==> config.mk <==
export PLATFORM = sky130hd
export DESIGN_NAME = psum_writeback_flat
export DESIGN_NICKNAME = d
export VERILOG_FILES = /design/src/rtl/psum_writeback_if.sv /design/src/rtl/psum_writeback.sv /design/src/flat_wrapper.sv
export SDC_FILE = /design/constraint.sdc
export NUM_CORES = 1
export LEC_CHECK = 0
export ABC_AREA = 1
export CAP_MARGIN = 25
export CORE_AREA = 2 2 136 138
export DETAILED_ROUTE_END_ITERATION = 12
export DIE_AREA = 0 0 138 140
export GPL_TIMING_DRIVEN = 0
export PLACE_DENSITY_LB_ADDON = 0.15
export SLEW_MARGIN = 10
export SYNTH_ARGS = -nofsm -noshare
export SYNTH_HDL_FRONTEND = slang
export SYNTH_SLANG_ARGS = --single-unit
==> constraint.sdc <==
create_clock -name clk -period 3.1 [get_ports clk]
set_clock_uncertainty 0.1 [all_clocks]
set_input_delay 0.31 -clock clk [delete_from_list [all_inputs] [get_ports clk]]
set_output_delay 0.31 -clock clk [all_outputs]
set_load 0.01 [all_outputs]
==> src/rtl/psum_writeback_if.sv <==
// psum_writeback_if: bundles the sum input stream and the SRAM write port.
//  in_valid/in_data/in_ready : signed sums from the adder stage (ready/valid)
//  mem_we/mem_addr/mem_wdata/mem_ready : SRAM write request, accepted when mem_we && mem_ready
//  slave modport = psum_writeback side, master modport = driver/SRAM side
interface psum_writeback_if #(
  parameter int INTERNAL_BITS = 32,
  parameter int ADDR_BITS     = 16
);
  logic                     in_valid, in_ready, mem_we, mem_ready;
  logic [INTERNAL_BITS-1:0] in_data, mem_wdata;
  logic [ADDR_BITS-1:0]     mem_addr;
  modport master(output in_valid, in_data, mem_ready, input in_ready, mem_we, mem_addr, mem_wdata);
  modport slave(input in_valid, in_data, mem_ready, output in_ready, mem_we, mem_addr, mem_wdata);
endinterface

==> src/rtl/psum_writeback.sv <==
// psum_writeback: writes a tile of accumulated sums to SRAM, raw or requantized to DATA_BITS.
//  clk, rst_n          clock, asynchronous active-low reset
//  start_i             command pulse, honoured in IDLE; latches base_addr_i, length_i,
//                      final_pass_i, relu_en_i
//  busy_o, done_o      high in RUN / 1-cycle pulse when the tile completes
//  wb                  sum input stream and SRAM write port (slave modport)
module psum_writeback #(
  parameter int INTERNAL_BITS = 32,
  parameter int DATA_BITS     = 16,
  parameter int ADDR_BITS     = 16,
  parameter int SHIFT         = 8
) (
  input  logic                 clk,
  input  logic                 rst_n,
  input  logic                 start_i,
  input  logic [ADDR_BITS-1:0] base_addr_i,
  input  logic [ADDR_BITS-1:0] length_i,
  input  logic                 final_pass_i,
  input  logic                 relu_en_i,
  output logic                 busy_o,
  output logic                 done_o,
  psum_writeback_if.slave      wb
);
  typedef enum logic [1:0] {IDLE, RUN, DONE} state_t;
  localparam logic signed [INTERNAL_BITS:0] HALF = (INTERNAL_BITS+1)'(1) << (SHIFT-1);
  localparam logic signed [INTERNAL_BITS-1:0] DMAX = INTERNAL_BITS'((64'd1 << (DATA_BITS-1)) - 64'd1);
  localparam logic signed [INTERNAL_BITS-1:0] DMIN = ~DMAX;
  state_t state_q, state_d;
  logic [ADDR_BITS-1:0] base_q, len_q, in_cnt_q, wr_cnt_q, s1_a_q, s2_a_q;
  logic final_q, relu_q, s1_v_q, s2_v_q;
  logic signed [INTERNAL_BITS-1:0] s1_d_q, s2_d_q, s1_d, relu_v, s2_d;
  logic signed [INTERNAL_BITS:0] rnd;
  logic go, adv, take, wr_fire;
  assign go         = state_q == IDLE && start_i;
  assign adv        = !s2_v_q || wb.mem_ready;
  assign wb.in_ready = state_q == RUN && in_cnt_q < len_q && adv;
  assign take       = wb.in_valid && wb.in_ready;
  assign wr_fire    = s2_v_q && wb.mem_ready;
  // one extra bit so adding the rounding constant cannot overflow
  assign rnd    = {wb.in_data[INTERNAL_BITS-1], wb.in_data} + HALF;
  assign s1_d   = final_q ? INTERNAL_BITS'(rnd >>> SHIFT) : wb.in_data;
  assign relu_v = relu_q && s1_d_q[INTERNAL_BITS-1] ? '0 : s1_d_q;
  assign s2_d   = !final_q ? s1_d_q : relu_v > DMAX ? DMAX : relu_v < DMIN ? DMIN : relu_v;
  assign wb.mem_we    = s2_v_q;
  assign wb.mem_addr  = s2_a_q;
  assign wb.mem_wdata = s2_d_q;
  assign busy_o = state_q == RUN;
  assign done_o = state_q == DONE;
  always_comb begin
    state_d = state_q;
    if (go) state_d = length_i == '0 ? DONE : RUN;
    else if (state_q == RUN && wr_fire && wr_cnt_q + ADDR_BITS'(1) == len_q) state_d = DONE;
    else if (state_q == DONE) state_d = IDLE;
  end
  always_ff @(posedge clk or negedge rst_n) begin
    if (!rst_n) begin
      state_q  <= IDLE;
      base_q   <= '0;
      len_q    <= '0;
      final_q  <= 1'b0;
      relu_q   <= 1'b0;
      in_cnt_q <= '0;
      wr_cnt_q <= '0;
      s1_v_q   <= 1'b0;
      s1_d_q   <= '0;
      s1_a_q   <= '0;
      s2_v_q   <= 1'b0;
      s2_d_q   <= '0;
      s2_a_q   <= '0;
    end else begin
      state_q <= state_d;
      if (go) begin
        base_q   <= base_addr_i;
        len_q    <= length_i;
        final_q  <= final_pass_i;
        relu_q   <= relu_en_i;
        in_cnt_q <= '0;
        wr_cnt_q <= '0;
      end else begin
        in_cnt_q <= in_cnt_q + ADDR_BITS'(take);
        wr_cnt_q <= wr_cnt_q + ADDR_BITS'(wr_fire);
      end
      // writes retire in order, so the input index doubles as the write index
      if (adv) begin
        s1_v_q <= take;
        s1_d_q <= s1_d;
        s1_a_q <= base_q + in_cnt_q;
        s2_v_q <= s1_v_q;
        s2_d_q <= s2_d;
        s2_a_q <= s1_a_q;
      end
    end
  end
endmodule
==> src/flat_wrapper.sv <==
// flat-port wrapper written by rule: the top's interface ports become plain ports
module psum_writeback_flat 
#(
  parameter int INTERNAL_BITS = 32,
  parameter int DATA_BITS     = 16,
  parameter int ADDR_BITS     = 16,
  parameter int SHIFT         = 8
)
  (clk, rst_n, start_i, base_addr_i, length_i, final_pass_i, relu_en_i, busy_o, done_o, wb_in_valid, wb_in_data, wb_mem_ready, wb_in_ready, wb_mem_we, wb_mem_addr, wb_mem_wdata);
  psum_writeback_if #(.INTERNAL_BITS(INTERNAL_BITS), .ADDR_BITS(ADDR_BITS)) wb_i ();
  input  logic clk;
  input  logic rst_n;
  input  logic start_i;
  input  logic [ADDR_BITS-1:0] base_addr_i;
  input  logic [ADDR_BITS-1:0] length_i;
  input  logic final_pass_i;
  input  logic relu_en_i;
  output logic busy_o;
  output logic done_o;
  input wire logic [$bits(wb_i.in_valid)-1:0] wb_in_valid;
  input wire logic [$bits(wb_i.in_data)-1:0] wb_in_data;
  input wire logic [$bits(wb_i.mem_ready)-1:0] wb_mem_ready;
  output wire logic [$bits(wb_i.in_ready)-1:0] wb_in_ready;
  output wire logic [$bits(wb_i.mem_we)-1:0] wb_mem_we;
  output wire logic [$bits(wb_i.mem_addr)-1:0] wb_mem_addr;
  output wire logic [$bits(wb_i.mem_wdata)-1:0] wb_mem_wdata;
  assign wb_i.in_valid = wb_in_valid;
  assign wb_i.in_data = wb_in_data;
  assign wb_i.mem_ready = wb_mem_ready;
  assign wb_in_ready = wb_i.in_ready;
  assign wb_mem_we = wb_i.mem_we;
  assign wb_mem_addr = wb_i.mem_addr;
  assign wb_mem_wdata = wb_i.mem_wdata;
  psum_writeback #(.INTERNAL_BITS(INTERNAL_BITS), .DATA_BITS(DATA_BITS), .ADDR_BITS(ADDR_BITS), .SHIFT(SHIFT)) u_core (.clk(clk), .rst_n(rst_n), .start_i(start_i), .base_addr_i(base_addr_i), .length_i(length_i), .final_pass_i(final_pass_i), .relu_en_i(relu_en_i), .busy_o(busy_o), .done_o(done_o), .wb(wb_i));
endmodule
# Word level (Yosys, flattened, before mapping)
# Cells that the tools add are included.
# Widths: inputs -> output; s select.
dict set report totals {
  regBits 166
  latch_bits 0
  mem_bits_rw 0
  romBits 0
  wordCells 48
  n_memories 0
}
dict set report classes {
  n_addsub 5
  multipliers 0
  n_div 0
  order_cmp 3
  eq_ne 3
  n_shift 0
  muxes 11
  n_bitwise 0
  n_reduce_logical 13
}
# op count
set ops {}
lappend ops {{$mux 32} 5}
lappend ops {{$add 32x9->33 const B} 1}
lappend ops {{$add 16x1->16} 2}
lappend ops {{$gt 32x16->1 const B} 1}
lappend ops {{$lt 32x16->1 const B} 1}
lappend ops {{$mux 16} 2}
lappend ops {{$add 16x1->16 const B} 1}
lappend ops {{$add 16x16->16} 1}
lappend ops {{$eq 16x16->1} 1}
lappend ops {{$logic_not 16->1} 1}
lappend ops {{$lt 16x16->1} 1}
lappend ops {{$logic_and 1x1->1} 8}
lappend ops {{$mux 2} 4}
lappend ops {{$reduce_bool 3->1} 1}
lappend ops {{$eq 2x1->1 const B} 1}
lappend ops {{$eq 2x2->1 const B} 1}
lappend ops {{$logic_not 2->1} 1}
lappend ops {{$logic_not 1->1} 1}
lappend ops {{$logic_or 1x1->1} 1}

# Logic depth before layout (Yosys ltp)
dict set report depth {
  ltp_word 6
  ltp_mapped 24
  depth_no_buf 24
}

# Least setup slack after synthesis
# Ideal clock, no wire load.
dict set report synth_path {
  path_type {reg-to-reg}
  start {register u_core.in_cnt_q[9]}
  end {register u_core.in_cnt_q[14]}
  setup_time_ns 0.077
  arrival_time_ns 2.474
  required_time_ns 2.923
  slack_ns 0.448
  stages_incl_launch_ff 21
  path_buffers 0
  path_cell_list {dfrtp_1 -> ha_1 -> a21oi_1 -> nor2_1 -> a211o_1 -> inv_1 -> nand2_1 -> nand2_1 -> nand3_1 -> inv_1 -> ha_1 -> nand2_1 -> nor2_4 -> nand2_1 -> nor2_2 -> nand2_2 -> nor2_2 -> nand2_1 -> nor2_2 -> nand3_1 -> a21oi_1}
}
dict set report synth_between {
  elab_chain_cells 6
}
# item line
set synth_lines {}
lappend synth_lines {{start, declared} psum_writeback.sv:29} ;# logic [ADDR_BITS-1:0] base_q, len_q, in_cnt_q, wr_cnt_q, s1_a_q, s2_a_q;
lappend synth_lines {{start signal, assigned} psum_writeback.sv:80} ;# in_cnt_q <= in_cnt_q + ADDR_BITS'(take);
lappend synth_lines {{$lt 16x16->1} psum_writeback.sv:36} ;# assign wb.in_ready = state_q == RUN && in_cnt_q < len_q && adv;
lappend synth_lines {{$logic_and 1x1->1 (2 in series)} psum_writeback.sv:36}
lappend synth_lines {{$logic_and 1x1->1} psum_writeback.sv:37} ;# assign take = wb.in_valid && wb.in_ready;
lappend synth_lines {{named net u_core.take} psum_writeback.sv:33} ;# logic go, adv, take, wr_fire;
lappend synth_lines {{$add 16x1->16} psum_writeback.sv:80}
lappend synth_lines {{$mux 16} psum_writeback.sv:72} ;# if (go) begin
# The timed path passes the listed nets, and every way through them passes these cells.
# A chain may end at the register's enable or synchronous reset.

# Worst setup path in the final report
dict set report layout_path {
  start {register u_core.in_cnt_q[13]}
  end {register u_core.in_cnt_q[14]}
}
# Same word-level chain as after synthesis.

==> results.py <==
metrics = {
    "synthesis": {
        "synthCells": 1380,
        "synth_nets": 1489,
        "ys_ff_latch": 166,
        "synth-edff-count": 0,
        "syn_area_per_cell_um2": 7.27,
        "ys.warnings.count": 0,
        "ys_types": 44,
        "synthFlopType": "dfrtp_1",
        "synth_area_um2": 10000,
        "ys_seq_area_frac": 0.414,
        "async_flop_share": 1.00,
    },
    "cells_and_area": {
        "nets": 1639,
        "final_common_cell": "nand2_1",
        "area_growth_pct": 22.3,
        "fin_cells": 1772,
        "stdcell_area_um2": 12300,
        "layout-drive-gt1-share": 0.0674,
        "fill_cells": 1509,
        "final_cell_mix": "nand2_1, dfrtp_1, inv_1",
        "diodes": 0,
    },
    "critical_path": {
        "rr_endpoint": "u_core.in_cnt_q[14]",
        "critPathRequiredTime_ns": 3.36,
        "setup.worst_path.class": "reg2reg",
        "cp.arrival_ns": 3.24,
        "r2r_slack_ns": 0.13,
        "cp-end-kind": "flip-flop",
        "cp_max_fo": 5,
        "start_kind": "flip-flop",
        "reg2regPathDepth": 17,
        "rr_startpoint": "u_core.in_cnt_q[13]",
    },
    "timing": {
        "max_clock_freq_ghz": 0.336,
        "setup_viol": 0,
        "relSlewSlack": 0.395,
        "final_hold_viol_count": 0,
        "hold_slack_ns": 0.288,
        "fin_crit_sh": 0.959,
        "min_period_ns": 2.97,
        "worst_pin_slew_ns": 0.904,
        "slew_viol_final": 0,
        "fin_tns_setup_ns": 0,
    },
    "power_and_ir_drop": {
        "peakVddDrop_mv": 0.473,
        "p_int_mw": 5.88,
        "p_leak_nw": 5.94,
        "pwr-share-seq": 0.364,
        "switchingPower_mw": 3.97,
        "p_per_area_nw_per_um2": 804,
        "clock_power_share": 0.212,
        "comb_power_share": 0.424,
        "swShare": 0.403,
        "finalPower_mw": 9.85,
    },
    "drt": {
        "drt_iter0_markers": 804,
        "dr_total_vias": 9912,
        "viasPerCell": 5.59,
        "drc": 0,
        "dr.pass1.iters": 6,
        "routed_wl_mm": 29.3,
        "wire_per_inst_um": 16.5,
        "ant_nets": 0,
    },
    "clock_tree": {
        "numCtsBuffers": 17,
        "h-tree-depth": 4,
        "insertion_delay_ns": 0.44,
        "cts_tree": "yes",
        "clk_pin_slew_ns": 0.07,
        "cts_num_sinks": 166,
        "clk_path_buf_depth": 2,
        "root_buffer": "clkbuf_16",
    },
    "place": {
        "numPortBuffers": 122,
        "dp_hpwl_mm": 21.9,
        "place.gp.congestion": 0.970,
        "dpl.cell_count": 1732,
        "placed_area_um2": 11600,
    },
    "grt": {
        "grt_pass1_wl_mm": 47.0,
        "antenna_found_initial": 0,
        "grt_pass1_vias": 9382,
        "grt_max_degree": 102,
        "grt_overflow_total": 0,
        "grt_usage": 0.304,
    },
    "die": {
        "initial_core_util": 0.564,
        "dieWidth_um": 138,
        "rows": 49,
        "die_area_um2": 19300,
        "fp.dieH_um": 140,
        "ios": 123,
        "core_area_um2": 17800,
    },
    "job": {
        "cap_violations": 0,
    },
    "min_path": {
        "worst_hold_path_type": "in2async",
    },
    "run_status": {
        "status": "completed",
    },
}
-- area by class of cell --
type                            count  area [um^2]  share of cell area
Multi-Input combinational cell   1009         5080               0.414
Sequential cell                   166         4160               0.340
Timing Repair Buffer              132         1320               0.108
Inverter                          152          571              0.0465
Clock buffer                       17          425              0.0347
Tap cell                          229          287              0.0234
Buffer                             52          270              0.0220
Clock inverter                     15          141              0.0115
-- cells by family (layout without fill, tap and decap cells) --
family,after synthesis,after routing,synth area share
compound gates,244,244,0.136
simple gates,708,708,0.301
fa+ha+maj,38,38,0.0482
xor+xnor,19,19,0.0166
buf+inv,205,368,0.0842
flops,166,166,0.414
-- synthesized netlist by cell type (3+ instances only) --
| cell | n | share of area |
|---|---|---|
| nand2_1 | 413 | 0.15 |
| dfrtp_1 | 166 | 0.41 |
| inv_1 | 151 | 0.057 |
| nor2_1 | 122 | 0.046 |
| o21ai_0 | 97 | 0.048 |
| nand3_1 | 89 | 0.044 |
| a21oi_1 | 68 | 0.034 |
| ha_1 | 37 | 0.046 |
| clkbuf_1 | 35 | 0.013 |
| a31oi_1 | 30 | 0.019 |
| nand4_1 | 21 | 0.013 |
| o211ai_1 | 18 | 0.013 |
| nor3_1 | 15 | 0.0075 |
| xor2_1 | 11 | 0.0096 |
| nor2_2 | 8 | 0.0050 |
| o21ai_1 | 8 | 0.0040 |
| xnor2_1 | 8 | 0.0070 |
| buf_2 | 7 | 0.0035 |
| nand3_2 | 7 | 0.0070 |
| or2_2 | 7 | 0.0044 |
| nand3b_1 | 6 | 0.0045 |
| nor4_1 | 6 | 0.0037 |
| a211oi_1 | 5 | 0.0037 |
| buf_6 | 5 | 0.0056 |
| nand2_2 | 5 | 0.0031 |
| o21a_1 | 5 | 0.0037 |
| a21o_1 | 4 | 0.0030 |
| o21bai_1 | 3 | 0.0022 |
| o31ai_1 | 3 | 0.0022 |
-- metrics by stage --
| step | util | worst slack [ns] |
|---|---|---|
| after floorplan | - | 0.448 |
| after global placement | 0.649 | -5.18 |
| after detailed placement | 0.651 | -0.355 |
| after CTS | 0.684 | 0.0210 |
| after global routing | 0.689 | -0.0588 |
| final | 0.689 | 0.127 |
-- worst max-delay path, cell delays in order, from the launching register on --
cell and delay (ns):
dfrtp_1 0.48, ha_1 0.35, a21oi_1 0.15, o211ai_1 0.09, a21oi_1 0.22, nand3_2 0.15
inv_2 0.08, ha_1 0.13, nand2_1 0.09, nor2_4 0.17, nand2_2 0.10, nor2_4 0.13
nand2_4 0.08, nor2_4 0.11, nand2_2 0.07, nor2_2 0.15, nand3_2 0.09, a21oi_2 0.14
-- flip-flops by register name, indices dropped and copies added (netlist names), 16 cells and up --
signal	count
u_core.wr_cnt_q	16
u_core.base_q	16
u_core.in_cnt_q	16
u_core.len_q	16
u_core.s1_d_q	32
u_core.wb.mem_wdata	32
u_core.s1_a_q	16
u_core.wb.mem_addr	16
-- worst max-delay path by stage --
stage / slack (ns) / cells after the start / end / start
global placement: -5.18 / 1 / u_core.wr_cnt_q[3] / rst_n
finish: 0.13 / 17 / u_core.in_cnt_q[14] / u_core.in_cnt_q[13]
detailed placement: -0.36 / 19 / u_core.in_cnt_q[14] / wb_mem_ready
global route: -0.06 / 21 / u_core.in_cnt_q[14] / u_core.len_q[7]
floorplan: 0.45 / 20 / u_core.in_cnt_q[14] / u_core.in_cnt_q[9]
CTS: 0.02 / 20 / u_core.in_cnt_q[14] / u_core.in_cnt_q[9]
-- power groups by stage --
stage	clock network (mW)	logic [mW]	registers [mW]
finish	2.09	4.18	3.59
global route	2.20	4.66	3.69
CTS	2.09	4.13	3.59
detailed placement	0	4.10	3.62
global placement	0	4.01	3.59
floorplan	0	2.40	3.62
-- metal layers --
layer | global-route usage | vias to the layer above | share of wire
met4 | 0.143 | 0 | 0.040
li1 | - | 4812 | -
met2 | 0.503 | 440 | 0.47
met1 | 0.390 | 4572 | 0.42
met3 | 0.0540 | 88 | 0.067
met5 | 0 | - | 0
-- repair_timing --
action / CTS / global route
endpoints found under the hold margin: 65 / 0
pin swaps: 2 / 3
resized for setup: 2 / 16
setup buffers: 1 / 7
endpoints found under the setup margin: 1 / 3
hold buffers: 1 / 0
(Power assumes the default switching activity.)
